<file path="src/rtl/instr_fetch_unit.sv">
// instr_fetch_unit: program counter and single-outstanding instruction fetch.
// Fetches one word over a req/ack handshake, holds it for execution, then
// selects the next PC from the branch/jump controls on the retiring edge.
// Optional feature macro: FETCH_MISALIGN_TRAP_EN (trap to HALT on a misaligned
// taken target instead of masking the low address bits).
//
// state   | meaning
// --------+------------------------------------------------------------
// S_FETCH | request outstanding at pc, waiting for imem_ack
// S_EXEC  | instruction held and valid, retires when stall is low
// S_HALT  | misaligned target trapped, frozen until rst
module instr_fetch_unit #(
  parameter logic [31:0] RESET_PC  = 32'h0000_0000,
  parameter logic [31:0] NOP_INSTR = 32'h0000_0013
) (
  input  logic        clk,
  input  logic        rst,
  output logic [31:0] imem_addr,
  output logic        imem_req,
  input  logic        imem_ack,
  input  logic [31:0] imem_rdata,
  output logic [31:0] instr,
  output logic        instr_valid,
  output logic [31:0] pc,
  output logic [31:0] pc_plus4,
  input  logic        stall,
  input  logic        branch,
  input  logic        jump,
  input  logic        zero,
  input  logic [31:0] imm_ext,
  output logic [31:0] retired_count,
  output logic        misalign_err
);

  typedef enum logic [1:0] {
    S_FETCH = 2'd0,
    S_EXEC  = 2'd1,
    S_HALT  = 2'd2
  } state_t;

  state_t      state_q, state_d;
  logic [31:0] pc_q, pc_d;
  logic [31:0] instr_q, instr_d;
  logic        instr_valid_q, instr_valid_d;
  logic [31:0] retired_q, retired_d;
  // Low for the first cycle after reset so the request only rises once reset
  // has been released, and so a late ack from an abandoned fetch is dropped.
  logic        req_en_q, req_en_d;
`ifdef FETCH_MISALIGN_TRAP_EN
  logic        misalign_q, misalign_d;
`endif

  logic        pc_src;
  logic [31:0] target;
  logic [31:0] pc_next;

  // State and datapath registers, synchronous reset
  always_ff @(posedge clk) begin
    if (rst) begin
      state_q       <= S_FETCH;
      pc_q          <= RESET_PC;
      instr_q       <= NOP_INSTR;
      instr_valid_q <= 1'b0;
      retired_q     <= 32'd0;
      req_en_q      <= 1'b0;
`ifdef FETCH_MISALIGN_TRAP_EN
      misalign_q    <= 1'b0;
`endif
    end else begin
      state_q       <= state_d;
      pc_q          <= pc_d;
      instr_q       <= instr_d;
      instr_valid_q <= instr_valid_d;
      retired_q     <= retired_d;
      req_en_q      <= req_en_d;
`ifdef FETCH_MISALIGN_TRAP_EN
      misalign_q    <= misalign_d;
`endif
    end
  end

  // Next-state and next-PC selection; controls are only looked at on retire
  always_comb begin
    state_d       = state_q;
    pc_d          = pc_q;
    instr_d       = instr_q;
    instr_valid_d = instr_valid_q;
    retired_d     = retired_q;
    req_en_d      = req_en_q;
    pc_src        = 1'b0;
    target        = pc_q;
    pc_next       = pc_q;
`ifdef FETCH_MISALIGN_TRAP_EN
    misalign_d    = misalign_q;
`endif
    case (state_q)
      S_FETCH: begin
        req_en_d = 1'b1;
        if (req_en_q && imem_ack) begin
          instr_d       = imem_rdata;
          instr_valid_d = 1'b1;
          state_d       = S_EXEC;
        end
      end
      S_EXEC: begin
        if (!stall) begin
          pc_src  = (branch & zero) | jump;
          target  = pc_q + imm_ext;
          pc_next = pc_src ? target : (pc_q + 32'd4);
          instr_d       = NOP_INSTR;
          instr_valid_d = 1'b0;
`ifdef FETCH_MISALIGN_TRAP_EN
          if (pc_src && (target[1:0] != 2'b00)) begin
            misalign_d = 1'b1;
            state_d    = S_HALT;
          end else begin
            pc_d      = {pc_next[31:2], 2'b00};
            retired_d = retired_q + 32'd1;
            state_d   = S_FETCH;
          end
`else
          pc_d      = {pc_next[31:2], 2'b00};
          retired_d = retired_q + 32'd1;
          state_d   = S_FETCH;
`endif
        end
      end
      S_HALT: begin
        state_d = S_HALT;
      end
      default: begin
        state_d = S_FETCH;
      end
    endcase
  end

  // Outputs decoded from registered state only
  always_comb begin
    imem_req      = (state_q == S_FETCH) && req_en_q;
    imem_addr     = pc_q;
    instr         = instr_q;
    instr_valid   = instr_valid_q;
    pc            = pc_q;
    pc_plus4      = pc_q + 32'd4;
    retired_count = retired_q;
`ifdef FETCH_MISALIGN_TRAP_EN
    misalign_err  = misalign_q;
`else
    misalign_err  = 1'b0;
`endif
  end

endmodule

</file>
<file path="config.mk">
export PLATFORM = sky130hd
export DESIGN_NAME = instr_fetch_unit
export DESIGN_NICKNAME = d
export VERILOG_FILES = /design/src/rtl/instr_fetch_unit.sv
export SDC_FILE = /design/constraint.sdc
export NUM_CORES = 1
export LEC_CHECK = 0
export BUFFER_PORTS_ARGS = -buffer_cell sky130_fd_sc_hd__clkbuf_2
export CAP_MARGIN = 10
export CORE_MARGIN = 2
export CORE_UTILIZATION = 56
export CTS_BUF_LIST = sky130_fd_sc_hd__clkbuf_4 sky130_fd_sc_hd__clkbuf_8
export DETAILED_ROUTE_END_ITERATION = 12
export PLACE_DENSITY_LB_ADDON = 0.1
export SLEW_MARGIN = 20
export SYNTH_ARGS = -nofsm -noshare
export SYNTH_HDL_FRONTEND = slang
export SYNTH_SLANG_ARGS = --single-unit
</file>
<file path="constraint.sdc">
create_clock -name clk -period 5 [get_ports clk]
set_clock_uncertainty 0.15 [all_clocks]
set_input_delay 0.75 -clock clk [delete_from_list [all_inputs] [get_ports clk]]
set_output_delay 0.75 -clock clk [all_outputs]
set_load 0.05 [all_outputs]
</file>
## Word-level counts from Yosys, hierarchy flattened

Cells that the tools add are included.

| word-level totals | value |
|---|---|
| input bits | 71 |
| bits in registers | 98 |

| cells by class | value |
|---|---|
| add/subtract/negate cells | 3 |
| bitwise operators | 3 |
| muxes and demuxes | 10 |
| reductions and logical operators | 7 |
| equality and inequality tests | 4 |

Operators with widths:

| kind | count |
|---|---|
| 32-bit 2-to-1 mux | 3 |
| 32-bit case mux with 2 select lines | 1 |
| 32-bit by 1-bit adder with 32-bit output, second input constant | 1 |
| 32-bit by 3-bit adder with 32-bit output, second input constant | 1 |
| 32-bit adder | 1 |
| 2-bit case mux with 3 select lines | 1 |
| 2-bit 2-to-1 mux | 2 |
| 2-bit inequality test, second input constant | 2 |
| 2-bit AND reduction | 2 |
| 3-bit AND reduction | 1 |
| 2-bit by 1-bit equality test with 1-bit output, second input constant | 1 |
| 2-bit equality test, second input constant | 1 |
| 1-bit logical AND | 2 |
| 2-bit logical NOT | 1 |
| 1-bit 2-to-1 mux | 2 |
| 1-bit case mux with 2 select lines | 1 |
| 2-bit nonzero test | 1 |
| 1-bit bitwise AND | 1 |
| 1-bit NOT | 1 |
| 1-bit bitwise OR | 1 |

## Logic depth before layout (Yosys ltp)

Gate-level depths: netlist (run 1).

| logic depth | value |
|---|---|
| word-level depth | 3 |
| gate-level depth with buffers | 9 |

## Worst setup path after synthesis (run 1)

OpenSTA, ideal clock, no wires.

| timing | value |
|---|---|
| path kind | flip-flop to output port |
| start point | register pc_q[4] (netlist: imem_addr[4]) |
| end point | output port pc_plus4[21] |
| stages on the path, launching flop included | 7 |
| arrival | 2.798 ns |
| required time | 4.100 ns |
| slack | 1.302 ns |
| buffers on the path | 1 |
| path through | dfxtp_1 buf_2 nand3_1 or3_1 or3_1 nor2_1 xor2_1 |

| between the ends | value |
|---|---|
| cells in the longest elaborated chain, start to end | 1 |

RTL lines:

| what | RTL line | RTL |
|---|---|---|
| from (decl) | 42 | `logic [31:0] pc_q, pc_d;` |
| from (signal assigned) | 71 | `pc_q <= pc_d;` |
| 32-bit by 3-bit adder with 32-bit output | 144 | `pc_plus4 = pc_q + 32'd4;` |
| to (decl) | 25 | `output logic [31:0] pc_plus4,` |

No other way between the ends.

## Worst setup path in the final report (run 1)

| timing | value |
|---|---|
| start point | register pc_q[2] (netlist: imem_addr[2]) |
| end point | output port pc_plus4[30] |

Same word-level chain as after synthesis.

==> impl_results.md, run 1 <==
* CTS clock-pin slew for the worst setup and hold paths at 0.10 ns
* H-tree levels at 3
* Vias per inst at 5.79
* Min cycle time layout at 3.78 ns
* Crit path arrival time at 2.88 ns
* Worst Slack Setup Final at 1.22 ns
* Hold Vio Cnt, Final at 0
* Iteration count of the initial detailed-routing pass at 5
* Critical path startpoint category: flip-flop
* Mapped Area at 6530 µm²
* Post-synth EDFFs at 0
* Seq/Total Area, Yosys at 30.1%
* Final ANT Viol Nets at 0
* Fmax at 265 MHz
* Combinational share of power at 22.6%
* Leakage power at 3.44 nW
* ANT cells at 0
* GRT Total Usage at 28.0%
* Final #Nets at 1,132
* Switching pwr at 0.000637 W
* MaxCap Viol Count at 0
* Hold Crit Class: flip-flop to flip-flop
* CORE AREA at 11,400 µm²
* Top cell type's share of synthesized area at 30.1%
* Syn-to-layout area delta at 17.6%
* Initial antenna violation count at 0
* Synth Warn # at 0
* Final routed DRC violation total at 0
* Flop-to-flop setup slack at 1.89 ns
* Cells after Synth at 863
* Synth cell types at 61
* Most frequent cell after synthesis: nand2_1
* Fin cells at 1,177
* Place WS at 1.49 ns
* Per-cell routed wire length at 15.4 µm
* Max-slew headroom at 30.9%
* Crit path max-delay family: simple AND/OR/NAND/NOR gates
* Synth top cells by count: nand2_1 (105), a21oi_1 (98), dfxtp_1 (98)
* Peak VDD IR at 233 µV
* Status: finished, final reports clean
* Worst path max stage delay at 0.56 ns
* Ranking of synthesized cells by area: dfxtp_1 (30%), a21oi_1 (7.5%), nand2_1 (6.0%)
* Clock power frac at 31.5%
* Cell chain of the critical path: ha_1 > nand3_2 > or4_1 > nor2_1 > xor2_1 > clkbuf_2
* DP Cell Count at 1,161
* Crit. path cell count at 6
* TritonCTS clock tree: done
* WP buf/inv at 1
* Port bufs at 224
* Kind of critical path: flip-flop to primary output
* Int Pwr at 0.00116 W
* Synth area leader: dfxtp_1
* Register-to-Register Path Depth at 8
* Overflow after GRT at 0
* Ports at 234
* Crit share post-route at 75.6%
* Crit-path max FO at 9
* Async S/R FF share, synth at 0%
* Reg power frac at 45.9%
* Core Util, Final at 67.2%
* Clock root cell: clkbuf_8
* Slew Viols, Final at 0
* Drt first-iter violations at 471
* Row cnt at 39
* DR top layer: met4
* Switching share of total power at 35.4%
* Setup TNS at 0 ns
* DR WL met3 at 1340 µm
* Final Wtd Congestion at 0.886
* CP required at 4.10 ns
* Power Density at 235 nW/µm²
* Slew of the pin with the lowest slew margin at 1.04 ns
* Via count at 6,819
* Flops & latches, synth at 98
* Vias in the first global route at 6,025
* Worst Setup EP: pc_plus4[30]
* Initial core utilization at 57.2%
* Reg2reg end: retired_count[31]
* Die W at 112 µm
* Final WL at 18,200 µm
* Largest net degree at the start of global routing at 93
* Average size of a mapped cell at 7.56 µm²
* Num Clock Sinks at 98
* Met1 wire length at 8130 µm
* Met2 WL at 8280 µm
* Final HPWL DP at 13,200 µm
* Setup violators final at 0
* Chip height at 112 µm
* Clock latency on the worst-skew pair at 0.38 ns
* Hold buffers post-CTS at 0
* Hold_ws at 0.308 ns
* CTS buffer count at 9
* Die Area at 12,500 µm²
* Longest Clk Path Bufs at 2
* Share of layout cells above drive strength 1 at 24.9%
* Critical Path Start: imem_addr[2]
* Critical R2R Launch: state_q[0]
* RSZ-0062 raised after global routing: no
* Post-synth top flop: dfxtp_1
* Critical-path top delay cell: or4_1
* Crit end category: primary output
* First-pass GRT wire length at 29,200 µm
* Resize count post-CTS at 0
* Post-CTS setup buffer count at 0
## through the flow
step           cell area (µm²)  power [W]
4_1_cts                   7680    0.00181
3_5_place_dp              7460    0.00125
6_report                  7680    0.00180
3_3_place_gp              7460    0.00125
2_1_floorplan             6550    0.00116
5_1_grt                   7680    0.00187
## power by group through the flow
stage                     combinational (W)  sequential, W  clock (W)
after floorplan                    0.000246       0.000911          0
after global placement             0.000401       0.000845          0
after detailed placement           0.000404       0.000845          0
after CTS                          0.000405       0.000827   0.000579
after global routing               0.000437       0.000832   0.000602
final                              0.000407       0.000827   0.000567
## worst min-delay path: cells and delay by family, from the launching register on
family          cells  cell delay (ns)
compound gates      1             0.05
flops               1             0.32
simple gates        1             0.05
## final cells by class
type / count / area (µm²)
Multi-Input combinational cell: 674 / 4090
Fill cell: 1064 / 3740
Sequential cell: 98 / 1960
Timing Repair Buffer: 230 / 1170
Tap cell: 143 / 179
Clock buffer: 9 / 124
Clock inverter: 7 / 93.8
Inverter: 16 / 60.1
## routing by layer
metal	vias up	track usage, %
li1	3381	-
met1	3125	37.9
met2	274	45.0
met3	39	5.50
met4	0	9.43
met5	-	0
## cells in the final DEF, fill, tap and decap left out, types with 3 or more instances in the layout
cell,synthesis,final
clkbuf_2,0,223
nand2_1,105,105
dfxtp_1,98,98
a21oi_1,98,97
nor2_1,66,66
nand3_1,57,57
o21ai_0,44,44
xor2_1,33,33
xnor2_1,33,33
ha_1,31,31
nor3_1,23,23
or3_1,20,20
a21o_1,19,19
and3_1,17,17
inv_1,16,16
nand4_1,14,14
clkbuf_8,0,9
a22oi_1,8,8
and4_1,7,7
a31oi_1,7,7
a311oi_1,7,7
conb_1,1,7
nand3b_1,6,6
o22ai_1,6,6
buf_4,37,6
nor3b_1,5,5
and2_1,4,4
a211oi_1,4,4
a21boi_0,4,4
nor4_1,3,3
mux2i_1,3,3
o32ai_1,3,3
o21a_1,3,3
o21bai_1,3,3
## worst min path at each step
stage	start	endpoint	slack, ns	cells past startpoint
after floorplan	req_en_q	req_en_q	0.30	2
after global placement	instr_valid	instr_valid	0.29	2
after detailed placement	instr_valid	instr_valid	0.30	2
after CTS	instr_valid	instr_valid	0.31	2
after global routing	instr[10]	instr[10]	0.34	2
final	instr_valid	instr_valid	0.31	2
## cell families after synthesis
kind of cell    after synthesis  synth area share, %
simple gates                340                 25.7
xor+xnor                     66                 8.86
other cells                   1               0.0574
compound gates              226                 20.8
fa+ha+maj                    32                 6.25
flops                        98                 30.1
buf+inv                      97                 7.76
mux                           3                0.460
## flip-flops by register name (all words and copies together) (netlist names)
signal and count:
retired_count 32, state_q 2, instr 32, req_en_q 1, instr_valid 1, imem_addr 30
Power figures use the tool's default switching activity.
==> run 2: changes to the inputs <==
--- a/config.mk
+++ b/config.mk
@@ -5,10 +5,11 @@
 export SDC_FILE = /design/constraint.sdc
 export NUM_CORES = 1
 export LEC_CHECK = 0
+export ABC_AREA = 1
 export BUFFER_PORTS_ARGS = -buffer_cell sky130_fd_sc_hd__clkbuf_2
 export CAP_MARGIN = 10
 export CORE_MARGIN = 2
-export CORE_UTILIZATION = 56
+export CORE_UTILIZATION = 49
 export CTS_BUF_LIST = sky130_fd_sc_hd__clkbuf_4 sky130_fd_sc_hd__clkbuf_8
 export DETAILED_ROUTE_END_ITERATION = 12
 export PLACE_DENSITY_LB_ADDON = 0.1
==> constraint.sdc (replaced) <==
create_clock -name clk -period 3.2 [get_ports clk]
set_clock_uncertainty 0.15 [all_clocks]
set_input_delay 0.48 -clock clk [delete_from_list [all_inputs] [get_ports clk]]
set_output_delay 0.48 -clock clk [all_outputs]
set_load 0.05 [all_outputs]
==> impl_results.md, run 2 <==
* Min cycle time layout at 3.04 ns
* Average size of a mapped cell at 6.18 µm²
* Largest net degree at the start of global routing at 46
* Final WL at 24,300 µm
* Slew Viols, Final at 0
* Simple-Gate Fraction of Synth Area at 39.4%
* Vias in the first global route at 7,517
* Resize count post-CTS at 0
* Seq/Total Area, Yosys at 25.7%
* Synth area leader: dfxtp_1
* Row cnt at 45
* Post-Synth Adder-Cell Area at 5.35%
* Clock latency on the worst-skew pair at 0.40 ns
* Initial antenna violation count at 0
* Post-Synth XOR/XNOR Area at 3.89%
* Critical path startpoint category: flip-flop
* Vias per inst at 5.26
* Syn-to-layout area delta at 17.4%
* Multi-input logic area at 4710 µm²
* Post-synth top flop: dfxtp_1
* TritonCTS clock tree: done
* Die Area at 16,600 µm²
* Min-Delay Endpoint: instr[4]
* Worst path max stage delay at 0.58 ns
* Peak VDD IR at 227 µV
* Num Clock Sinks at 98
* Async S/R FF share, synth at 0%
* Place WS at 0.510 ns
* Register-to-Register Path Depth at 10
* Critical-path top delay cell: dfxtp_1
* Port bufs at 224
* Longest Clk Path Bufs at 2
* Flop-to-flop setup slack at 0.74 ns
* Switching share of total power at 39.1%
* Ranking of synthesized cells by area: dfxtp_1 (26%), nand2_1 (18%), a21oi_1 (7.6%)
* Die W at 129 µm
* Share of layout cells above drive strength 1 at 21.7%
* Switching pwr at 0.00120 W
* Global routing usage on met3 at 4.74%
* H-tree levels at 3
* Power Density at 342 nW/µm²
* Worst Slack Setup Final at 0.158 ns
* Flops & latches, synth at 98
* Clock root cell: clkbuf_8
* Hold buffers post-CTS at 0
* Iteration count of the initial detailed-routing pass at 7
* Final HPWL DP at 19,000 µm
* Initial core utilization at 50.1%
* Combinational family with the most area after synthesis: simple AND/OR/NAND/NOR gates
* Post-synth EDFFs at 0
* Top cell type's share of synthesized area at 25.7%
* Crit share post-route at 95.1%
* MaxCap Viol Count at 0
* Final #Nets at 1,524
* Final routed DRC violation total at 0
* Reg2reg end: imem_addr[15]
* GRT Total Usage at 29.1%
* CP required at 2.57 ns
* Final ANT Viol Nets at 0
* ANT cells at 0
* Post-synthesis mux area share at 0%
* Worst Hold Depth at 3
* Final Wtd Congestion at 0.964
* Cell chain of the critical path: nand2_1 > nor2_1 > nand4_1 > nor2_2 > xor2_1 > clkbuf_2
* Hold Crit Class: input pin to flip-flop
* CTS clock-pin slew for the worst setup and hold paths at 0.12 ns
* Most frequent cells in the layout: nand2_1 (366), clkbuf_2 (224), inv_1 (152), a21oi_1 (115), nand3_1 (108)
* CTS buffer count at 9
* Leakage power at 4.60 nW
* Critical R2R Launch: imem_addr[4]
* Cells after Synth at 1,234
* First-pass GRT wire length at 38,000 µm
* Synth top cells by count: nand2_1 (366), inv_1 (152), a21oi_1 (116)
* Synth Area in Compound Gates at 12.5%
* CORE AREA at 15,200 µm²
* Ports at 234
* Clock power frac at 29.9%
* Design Power at 0.00306 W
* Reg power frac at 42.7%
* Drt first-iter violations at 513
* GR Layer Usage met1 at 37.0%
* Status: finished, final reports clean
* Most frequent cell after synthesis: nand2_1
* Mapped Area at 7620 µm²
* Chip height at 129 µm
* Fmax at 329 MHz
* Synth Warn # at 0
* Synth cell types at 43
* Crit-path max FO at 7
* Combinational share of power at 27.3%
* Top Usage Layer GRT: met2
* Setup TNS at 0 ns
* DP Area at 8720 µm²
* RSZ-0062 raised after global routing: no
* Hold_ws at 0.156 ns
* M2 GR Usage at 50.1%
* Kind of critical path: flip-flop to primary output
* Max-slew headroom at 64.7%
* Slew of the pin with the lowest slew margin at 0.530 ns
* Overflow after GRT at 0
* Via count at 8,489
* FF+latch area at 1960 µm²
* Hold Vio Cnt, Final at 0
* Hold wc startpoint: imem_rdata[4]
* Crit end category: primary output
* Finished layout cell area at 8950 µm²
* Per-cell routed wire length at 15.1 µm
* Post-CTS setup buffer count at 0
* Fillcell total at 1,584
* Int Pwr at 0.00186 W
* Most common cell after layout, fill and taps aside: nand2_1
* Crit path arrival time at 2.41 ns
* Setup violators final at 0
run 2: layout make-up:
| type | instances | share of cell area [%] |
|---|---|---|
| clock buffer | 9 | 1.38 |
| clock inverter | 7 | 1.05 |
| inverter | 156 | 6.54 |
| tap | 188 | 2.63 |
| multi-input combinational | 916 | 52.6 |
| sequential | 98 | 21.9 |
| timing repair buffer | 240 | 13.9 |
run 2: critical path, delay by kind of cell (launching register included):
kind,cells,cell delay [ns]
flops,1,0.58
xor+xnor,1,0.29
simple gates,4,0.81
buf+inv,1,0.34
run 2: kinds of logic after synthesis:
group	Yosys count
AOI/OAI and AO/OA	183
xor gates and xnor gates	33
adders and majority gates	32
buffers and inverters	226
DFF	98
other	1
and+or+nand+nor	661
run 2: worst max path at each step:
stage	end	slack, ns	start	depth (start not counted)
detailed placement	pc_plus4[18]	0.51	imem_addr[3]	9
CTS	pc_plus4[18]	0.07	imem_addr[3]	9
floorplan	pc_plus4[10]	0.15	imem_addr[3]	6
global placement	pc_plus4[18]	0.50	imem_addr[3]	9
global route	pc_plus4[18]	0.04	imem_addr[2]	9
finish	pc_plus4[14]	0.16	imem_addr[10]	6
run 2: routing by layer:
| metal | vias to the layer above | wire length [µm] | part of all wire [%] |
|---|---|---|---|
| li1 | 4297 | - | - |
| met1 | 3821 | 10300 | 42 |
| met2 | 319 | 11700 | 48 |
| met3 | 52 | 1610 | 6.6 |
| met4 | 0 | 725 | 3.0 |
| met5 | - | 0 | 0 |
run 2: metrics by stage:
stage	utilization, %	std cells
global placement	57.3	1598
detailed placement	57.3	1598
floorplan	-	1240
finish	58.9	1614
CTS	58.8	1614
global route	58.9	1614
run 2: power groups by stage:
stage,sequential [W],clock [W],combinational [W]
after floorplan,0.00146,0,0.000501
final,0.00131,0.000917,0.000837
after global placement,0.00133,0,0.000829
after global routing,0.00132,0.000974,0.000906
after detailed placement,0.00133,0,0.000834
after CTS,0.00131,0.000933,0.000836
